===== config.mk =====
export PLATFORM = sky130hd
export DESIGN_NAME = gameend_ctrl
export DESIGN_NICKNAME = d
export VERILOG_FILES = /design/src/rtl/gameend_pkg.sv /design/src/rtl/rise_detect.sv /design/src/rtl/gameend_ctrl.sv
export SDC_FILE = /design/constraint.sdc
export NUM_CORES = 1
export LEC_CHECK = 0
export CAP_MARGIN = 20
export CORE_MARGIN = 1.5
export CORE_UTILIZATION = 39
export CTS_CLUSTER_SIZE = 14
export DETAILED_ROUTE_END_ITERATION = 7
export PLACE_DENSITY = 0.61
export SLEW_MARGIN = 10
export SYNTH_ARGS = -nofsm -noshare
export SYNTH_HDL_FRONTEND = slang
export SYNTH_HIERARCHICAL = 1
export SYNTH_SLANG_ARGS = --single-unit
export TNS_END_PERCENT = 10

===== constraint.sdc =====
create_clock -name clk -period 3.7 [get_ports clk]
set_input_delay 0.555 -clock clk [delete_from_list [all_inputs] [get_ports clk]]
set_output_delay 0.555 -clock clk [all_outputs]
set_load 0.05 [all_outputs]

===== src/rtl/gameend_pkg.sv =====
// gameend_pkg: shared types and constants for the BombMan game-over controller.
// Holds the controller state enum, the outcome codes carried on 'which', and
// the coordinate width shared with the end-screen painter and VGA timing block.
package gameend_pkg;

  localparam int COORD_W = 10;

  localparam logic [1:0] WHICH_P1_WIN = 2'd0;
  localparam logic [1:0] WHICH_P2_WIN = 2'd1;
  localparam logic [1:0] WHICH_DRAW   = 2'd2;

  typedef enum logic [1:0] {
    PLAY  = 2'd0,
    GRACE = 2'd1,
    SLIDE = 2'd2,
    SHOW  = 2'd3
  } state_t;

  function automatic int max_int(input int a, input int b);
    return (a > b) ? a : b;
  endfunction

endpackage


===== src/rtl/rise_detect.sv =====
// rise_detect: registered rising-edge detector.
// Ports:
//   clk  - clock
//   rst  - synchronous, active-high reset
//   sig  - level input (already debounced)
//   rise - one-cycle pulse, registered, the cycle after sig is first seen high
module rise_detect (
  input  logic clk,
  input  logic rst,
  input  logic sig,
  output logic rise
);

  logic sig_q;

  always_ff @(posedge clk) begin
    if (rst) begin
      sig_q <= 1'b0;
      rise  <= 1'b0;
    end else begin
      sig_q <= sig;
      rise  <= sig & ~sig_q;
    end
  end

endmodule


===== src/rtl/gameend_ctrl.sv =====
// gameend_ctrl: BombMan game-over controller. Decides the outcome from the two
// death flags, freezes play, slides the result banner in and waits for a
// restart press before pulsing game_reset.
// Build option: GAMEEND_SLIDE_EN - defined: banner slides down SLIDE_STEP
//   pixels per frame; undefined: banner appears at BANNER_Y_FINAL at once.
// Ports:
//   clk, rst            - clock, synchronous active-high reset
//   frame_tick          - one-cycle pulse per frame
//   p1_dead, p2_dead    - player death levels
//   restart             - debounced restart button level
//   which               - outcome (0 p1 wins, 1 p2 wins, 2 draw)
//   show_end            - end screen active
//   p_x, p_y            - banner offset to the painter
//   freeze              - halts player movement and bomb timers
//   game_reset          - one-cycle game restart pulse
//
// state | meaning
// PLAY  | game running, nobody dead yet
// GRACE | one player dead, survivor may still die inside the draw window
// SLIDE | outcome fixed, banner moving into place, play frozen
// SHOW  | banner in place, waiting for a restart press after the minimum show time
module gameend_ctrl
  import gameend_pkg::*;
#(
  parameter int DRAW_WINDOW_FRAMES = 30,
  parameter int BANNER_X           = 160,
  parameter int BANNER_Y_FINAL     = 120,
`ifdef GAMEEND_SLIDE_EN
  parameter int SLIDE_STEP         = 4,
`endif
  parameter int MIN_SHOW_FRAMES    = 120
) (
  input  logic               clk,
  input  logic               rst,
  input  logic               frame_tick,
  input  logic               p1_dead,
  input  logic               p2_dead,
  input  logic               restart,
  output logic [1:0]         which,
  output logic               show_end,
  output logic [COORD_W-1:0] p_x,
  output logic [COORD_W-1:0] p_y,
  output logic               freeze,
  output logic               game_reset
);

  localparam int CNT_MAX = max_int(DRAW_WINDOW_FRAMES, MIN_SHOW_FRAMES);
  localparam int CNT_W   = $clog2(CNT_MAX + 1);

  localparam logic [COORD_W-1:0] Y_FINAL = COORD_W'(BANNER_Y_FINAL);

  state_t             state, state_n;
  logic [CNT_W-1:0]   cnt, cnt_n, cnt_inc;
  logic [1:0]         which_n;
  logic               show_end_n, freeze_n, game_reset_n;
  logic [COORD_W-1:0] p_x_n, p_y_n;
  logic               restart_rise;
  logic               survivor_dead;

  rise_detect u_restart_rise (
    .clk  (clk),
    .rst  (rst),
    .sig  (restart),
    .rise (restart_rise)
  );

  assign cnt_inc = cnt + CNT_W'(1);

  // which==P2_WIN means player 1 died first, so player 2 is the survivor.
  assign survivor_dead = (which == WHICH_P2_WIN) ? p2_dead : p1_dead;

`ifdef GAMEEND_SLIDE_EN
  // Sum in one extra bit so the clamp cannot be fooled by wrap-around.
  logic [COORD_W:0]   y_sum;
  logic [COORD_W-1:0] y_step;
  assign y_sum  = {1'b0, p_y} + (COORD_W + 1)'(SLIDE_STEP);
  assign y_step = (y_sum > {1'b0, Y_FINAL}) ? Y_FINAL : y_sum[COORD_W-1:0];
  localparam logic [COORD_W-1:0] Y_ENTRY = '0;
`else
  localparam logic [COORD_W-1:0] Y_ENTRY = Y_FINAL;
`endif

  always_comb begin
    state_n      = state;
    cnt_n        = cnt;
    which_n      = which;
    show_end_n   = show_end;
    p_x_n        = p_x;
    p_y_n        = p_y;
    freeze_n     = freeze;
    game_reset_n = 1'b0;

    case (state)
      PLAY: begin
        if (p1_dead && p2_dead) begin
          which_n    = WHICH_DRAW;
          state_n    = SLIDE;
          show_end_n = 1'b1;
          freeze_n   = 1'b1;
          p_x_n      = COORD_W'(BANNER_X);
          p_y_n      = Y_ENTRY;
        end else if (p1_dead) begin
          which_n = WHICH_P2_WIN;
          cnt_n   = '0;
          state_n = GRACE;
        end else if (p2_dead) begin
          which_n = WHICH_P1_WIN;
          cnt_n   = '0;
          state_n = GRACE;
        end
      end

      GRACE: begin
        // A survivor death beats an expiring window in the same cycle.
        if (survivor_dead || (frame_tick && cnt_inc == CNT_W'(DRAW_WINDOW_FRAMES))) begin
          if (survivor_dead) which_n = WHICH_DRAW;
          state_n    = SLIDE;
          show_end_n = 1'b1;
          freeze_n   = 1'b1;
          p_x_n      = COORD_W'(BANNER_X);
          p_y_n      = Y_ENTRY;
        end else if (frame_tick) begin
          cnt_n = cnt_inc;
        end
      end

      SLIDE: begin
        if (p_y == Y_FINAL) begin
          cnt_n   = '0;
          state_n = SHOW;
        end
`ifdef GAMEEND_SLIDE_EN
        else if (frame_tick) begin
          p_y_n = y_step;
        end
`endif
      end

      SHOW: begin
        if (restart_rise && cnt == CNT_W'(MIN_SHOW_FRAMES)) begin
          game_reset_n = 1'b1;
          state_n      = PLAY;
          cnt_n        = '0;
          which_n      = WHICH_P1_WIN;
          show_end_n   = 1'b0;
          freeze_n     = 1'b0;
          p_x_n        = '0;
          p_y_n        = '0;
        end else if (frame_tick && cnt != CNT_W'(MIN_SHOW_FRAMES)) begin
          cnt_n = cnt_inc;
        end
      end

      default: state_n = PLAY;
    endcase
  end

  always_ff @(posedge clk) begin
    if (rst) begin
      state      <= PLAY;
      cnt        <= '0;
      which      <= WHICH_P1_WIN;
      show_end   <= 1'b0;
      p_x        <= '0;
      p_y        <= '0;
      freeze     <= 1'b0;
      game_reset <= 1'b0;
    end else begin
      state      <= state_n;
      cnt        <= cnt_n;
      which      <= which_n;
      show_end   <= show_end_n;
      p_x        <= p_x_n;
      p_y        <= p_y_n;
      freeze     <= freeze_n;
      game_reset <= game_reset_n;
    end
  end

endmodule


# Yosys cells after proc, flatten, opt, wreduce, memory -nomap -nowiden
# Cells that the tools add are included.
# Widths: inputs -> output; s select.
[classes]
eq_ne = 19
reduce_logical = 12
addsub = 1
n_mux = 35
bitwise_logic = 3
[op_table]
columns = ["cell", "count"]
rows = [
  ["$pmux 10 s3", 2],
  ["$mux 7", 8],
  ["$mux 10", 5],
  ["$pmux 7 s4", 1],
  ["$mux 2", 11],
  ["$ne 2x2->1 const B", 8],
  ["$eq 10x7->1 const B", 1],
  ["$pmux 2 s4", 1],
  ["$reduce_and 4->1", 2],
  ["$add 7x1->7 const B", 1],
  ["$eq 7x5->1 const B", 1],
  ["$eq 7x7->1 const B", 1],
  ["$ne 7x7->1 const B", 1],
  ["$ne 3x3->1 const B", 2],
  ["$pmux 2 s3", 1],
  ["$reduce_and 6->1", 1],
  ["$mux 1", 5],
  ["$reduce_and 5->1", 1],
  ["$eq 2x1->1 const B", 2],
  ["$eq 2x2->1 const B", 2],
  ["$logic_and 1x1->1", 4],
  ["$ne 4x4->1 const B", 1],
  ["$pmux 1 s3", 1],
  ["$reduce_bool 3->1", 1],
  ["5 further kinds", 6],
]
[totals]
ff_bits = 35
input_bits = 6
elab_cells = 79

# Depth between registers and ports, before layout
[logic_depth]
ltp_word = 6
mapped_depth = 7
mapped_depth_nobuf = 7

# Cells and area by module
# The synthesis kept the hierarchy.
[modules_own_cells]
columns = ["module", "area_per_inst_um2", "cells_each", "n_inst"]
rows = [
  ["gameend_ctrl", 1262.5, 147, 1],
  ["rise_detect", 58.8, 4, 1],
]

# Worst setup path before layout
# Ideal clock, no wire load.
[synth_timing]
kind = "register to register"
start = "register, netlist name p_x[5]"
end = "register cnt[6]"
setup_ps = 83
stages_incl_launch_ff = 6
arrival_ps = 1783
slack_ps = 1834
period_less_slack_ps = 1866
path_buffers = 0
cell_sequence = "dfxtp_1 -> inv_1 -> a21oi_1 -> o211ai_1 -> or4_1 -> o221ai_1"
[synth_rtl]
columns = ["element", "line", "rtl"]
rows = [
  ["to (signal assigned)", "gameend_ctrl.sv:170", "cnt <= cnt_n;"],
  ["to (decl)", "gameend_ctrl.sv:53", "logic [CNT_W-1:0] cnt, cnt_n, cnt_inc;"],
]

# Final worst setup path
[layout_timing]
start = "register p_x[5]"
end = "output p_x[5]"
[layout_rtl]
columns = ["element", "line", "rtl"]
rows = [
  ["from (decl)", "gameend_ctrl.sv:41", "output logic [COORD_W-1:0] p_x,"],
  ["from (signal assigned)", "gameend_ctrl.sv:173", "p_x <= p_x_n;"],
]
# No word-level cell between the ends.

==> results <==
- The count of H-tree levels built during CTS is 1.
- After routing the design area is 1435 um2.
- The kind of cell adding the most delay to the critical path is buffers and inverters.
- The type of the most critical hold path is reg2reg.
- The first global-routing pass estimated 4388 um of wire.
- Measured along the x axis, the die boundary spans 61.21 um.
- The final critical-path required period is 2.183 ns.
- The via count is 1067.
- The largest stage delay on the critical path is 0.86 ns.
- By area the synthesized netlist is led by sky130_fd_sc_hd__dfxtp_1 (23%), sky130_fd_sc_hd__buf_4 (12%), sky130_fd_sc_hd__ha_1 (7.6%).
- For the pin with the worst max-slew slack, the measured transition is 0.5962 ns.
- The final worst-path cycle share is 0.5901.
- The final hold slack is 0.4133 ns.
- The hold violation count in the final report is 0.
- The area share of xor/xnor cells in the synthesized design is 0.006629.
- The DRC violation count after routing is 0.
- For this block, the routed nets add up to 2625 um of wire.
- Counting flops with an async set or reset pin after synthesis yields a share of 0.
- In this run the power density over the cells is 612.7 nW/um2.
- For this design the static power due to leakage is 0.5170 nW.
- The die outline height is 61.21 um.
- The synthesized instance count is 151.
- The most repeated cell in the gate-level netlist after synthesis is sky130_fd_sc_hd__buf_4.
- Traced cell by cell, the critical path runs through clkdlybuf4s50_1.
- In this run the deepest clock path goes through 2 buffers.
- Adding up every negative setup slack in the final design gives 0 ns.
- The row count is 20.
- Post-CTS repair changed the size of 0 cells.
- After detailed placement, the design holds a cell count of 200.
- The main flop type after synthesis is sky130_fd_sc_hd__dfxtp_1.
- The cell at the root of the clock tree is sky130_fd_sc_hd__clkbuf_4.
- The initial antenna violation count came to 0.
- The top-level port count is 31.
- Across the run, the number of max-cap violations was 0.
- The cell area reported after detailed placement is 1409 um2.
- The final antenna-violating net count is 0.
- The biggest area contributor in the post-synthesis netlist is sky130_fd_sc_hd__dfxtp_1.
- In the final design database the tool counted 175 nets.
- The number of enable flip-flop cells after synthesis is 0.
- The mean instance size in the synthesized netlist is 8.750 um2.
- Setup repair after global routing left no endpoint under its margin.
- Counting both buffers and inverters, the worst setup path holds a total of 1.
- Across the VDD grid, the largest voltage drop is 0.2688 mV.
- Sorting the synthesized cells by how often they occur yields sky130_fd_sc_hd__buf_4 (21), sky130_fd_sc_hd__dfxtp_1 (15), sky130_fd_sc_hd__inv_1 (11).
- The utilization of the core after routing is 0.4588.
- Of the post-synthesis cell area, the dominant cell type holds 0.2273.
- The full die area is 3746 um2.
- The number of warnings printed during yosys synthesis is 6.
- The number of clock sinks is 15.
- The first TritonRoute pass finished after 4 iterations.
- The type of destination of the critical path is an output port.
- The floorplan step defined a core boundary enclosing 3128 um2.
- In this run, CTS created clock tree buffers numbering 3.
- Of the total synthesized cell area, the portion taken by full adders, half adders and majority gates is 0.07576.
- The fraction of the mapped netlist area in compound gates is 0.2538.
- The per-cell routed wire length is 12.87 um.
- The number of antenna diodes in the final layout is 0.
- Of all nets on the critical path, the largest fanout is 9.
- The post-cts hold buffer count is 0.
- The detailed-route vias per instance is 5.230.
- The fraction of layout instances using a drive strength above 1 is 0.1188.
- The startpoint type of the worst setup path is a register.
- The CTS tree is built.
- The final count of pins violating max slew is 0.
- The final cell count without fillers is 204.
- The clock latency on the worst-skew pair is 0.30 ns.
- The layout has 307 filler cells.
- The sequential standard cell area is 300.3 um2.
- The via count of the first global-routing pass is 998.
- The class of the most critical setup path is reg2out.
- Entering global routing, the biggest net connects 15 pins.
- After synthesis, the share of cell area in mux cells is 0.04735.
- Routability-driven placement finished with a final weighted congestion of 0.8831.
- Compared with the post-synthesis result, the final layout area differs by 8.618%.
- The global routing usage summed across all routing layers is 0.1558.
- The run finished with clean final reports.
- The worst slew margin relative to its limit is 0.6013.
- The number of unique standard cell types used by synthesis is 52.
- The buffer count from post-CTS setup fixing is 0.
- At the worst endpoint, the arrival time is 1.63 ns.
- The top achievable clock speed is 0.4580 GHz.
- The count of input and output buffers is 16.
- After synthesis, the largest family of logic cells by area is compound AO/OA/AOI/OAI gates.
- The share of synthesized area occupied by flip-flops and latches is 0.2273.
- For this configuration, the core starts out at a cell density of 0.4224.
- The final setup violation count is 0.
- Of the total synthesized cell area, the portion taken by AND, OR, NAND and NOR gates is 0.2187.
- The data required time of the worst path is 3.14 ns.
- The CTS clock-pin slew for the worst setup and hold paths is 0.10 ns.
- In this run, the number of DRC markers left after iteration 0 of detailed routing was 51.
- For this design, the slowest cell found on the critical path is sky130_fd_sc_hd__clkdlybuf4s50_1.
- The total area of multi-input combinational cells is 848.3 um2.
- The placed wire-length estimate after detailed placement is 2061 um.
- The synthesis-stage register bit count is 15.
- The remaining global-route overflow is 0.
- On the final layout, the worst clock skew is 0.001367 ns.
- The post-synth design cell area is 1321 um2.
where the power goes:
part | internal, mW | leakage (nW) | switching [mW] | total, mW
sequential | 0.186 | 0.122 | 0.0337 | 0.220
clock | 0.0421 | 0.0150 | 0.0612 | 0.103
combinational | 0.196 | 0.380 | 0.359 | 0.556
registers in the layout, indices dropped and copies added (netlist names):
signal	cells
u_restart_rise/rise	1
u_restart_rise/sig_q	1
which	2
p_x	1
state	2
cnt	7
game_reset	1
layout by cell type, fill, tap and decap left out, drive strengths merged, types with 3 or more instances in the layout:
cell | netlist | routed
conb | 1 | 14
o221ai | 3 | 3
a21oi | 5 | 5
nand2b | 3 | 3
nor4 | 3 | 3
mux2i | 4 | 4
inv | 12 | 12
dfxtp | 15 | 15
nand3 | 4 | 4
ha | 8 | 8
a31oi | 4 | 4
clkbuf | 2 | 4
nor2 | 9 | 9
o21ai | 5 | 5
nor3b | 3 | 3
nor2b | 3 | 3
o211ai | 4 | 4
nor3 | 3 | 3
nand4 | 3 | 3
nand2 | 10 | 10
clkdlybuf4s50 | 0 | 16
logic make-up after synthesis:
group	after synthesis
AO/OA/AOI/OAI	37
XOR/XNOR	1
adder cells (fa/ha/maj)	8
buffers and inverters	36
flip-flops	15
multiplexers	6
other	1
AND/OR/NAND/NOR	47
worst paths after layout:
check                           depth (start not counted)                  from  slack, ns             endpoint
worst max-delay path                                    1                p_x[5]       1.52               p_x[5]
worst min-delay path                                    1  u_restart_rise/sig_q       0.41  u_restart_rise/rise
worst max register to register                          7              state[0]       1.63               cnt[6]
worst min register to register                          1  u_restart_rise/sig_q       0.41  u_restart_rise/rise
cell type report:
type,instances,area share
multi-input cells,113,0.5911
repair buffers,16,0.1116
well taps,44,0.03836
flip-flops and latches,15,0.2092
clock buffers,4,0.01831
inverters,12,0.03139
metrics by stage:
step,total power [mW],setup slack [ns]
after floorplan,0.6930,1.834
after global placement,0.7739,1.262
after detailed placement,0.7777,1.250
after CTS,0.8800,1.505
after global routing,0.9296,1.447
final,0.8792,1.517
per-layer routing:
layer / vias to the layer above / GRT usage / routed length [um]
met2: 32 / 0.2660 / 1245
met5: - / 0 / 0
met3: 4 / 0.03992 / 124
met1: 504 / 0.1926 / 1231
li1: 527 / - / -
met4: 0 / 0.04658 / 25
(Power assumes the default switching activity.)
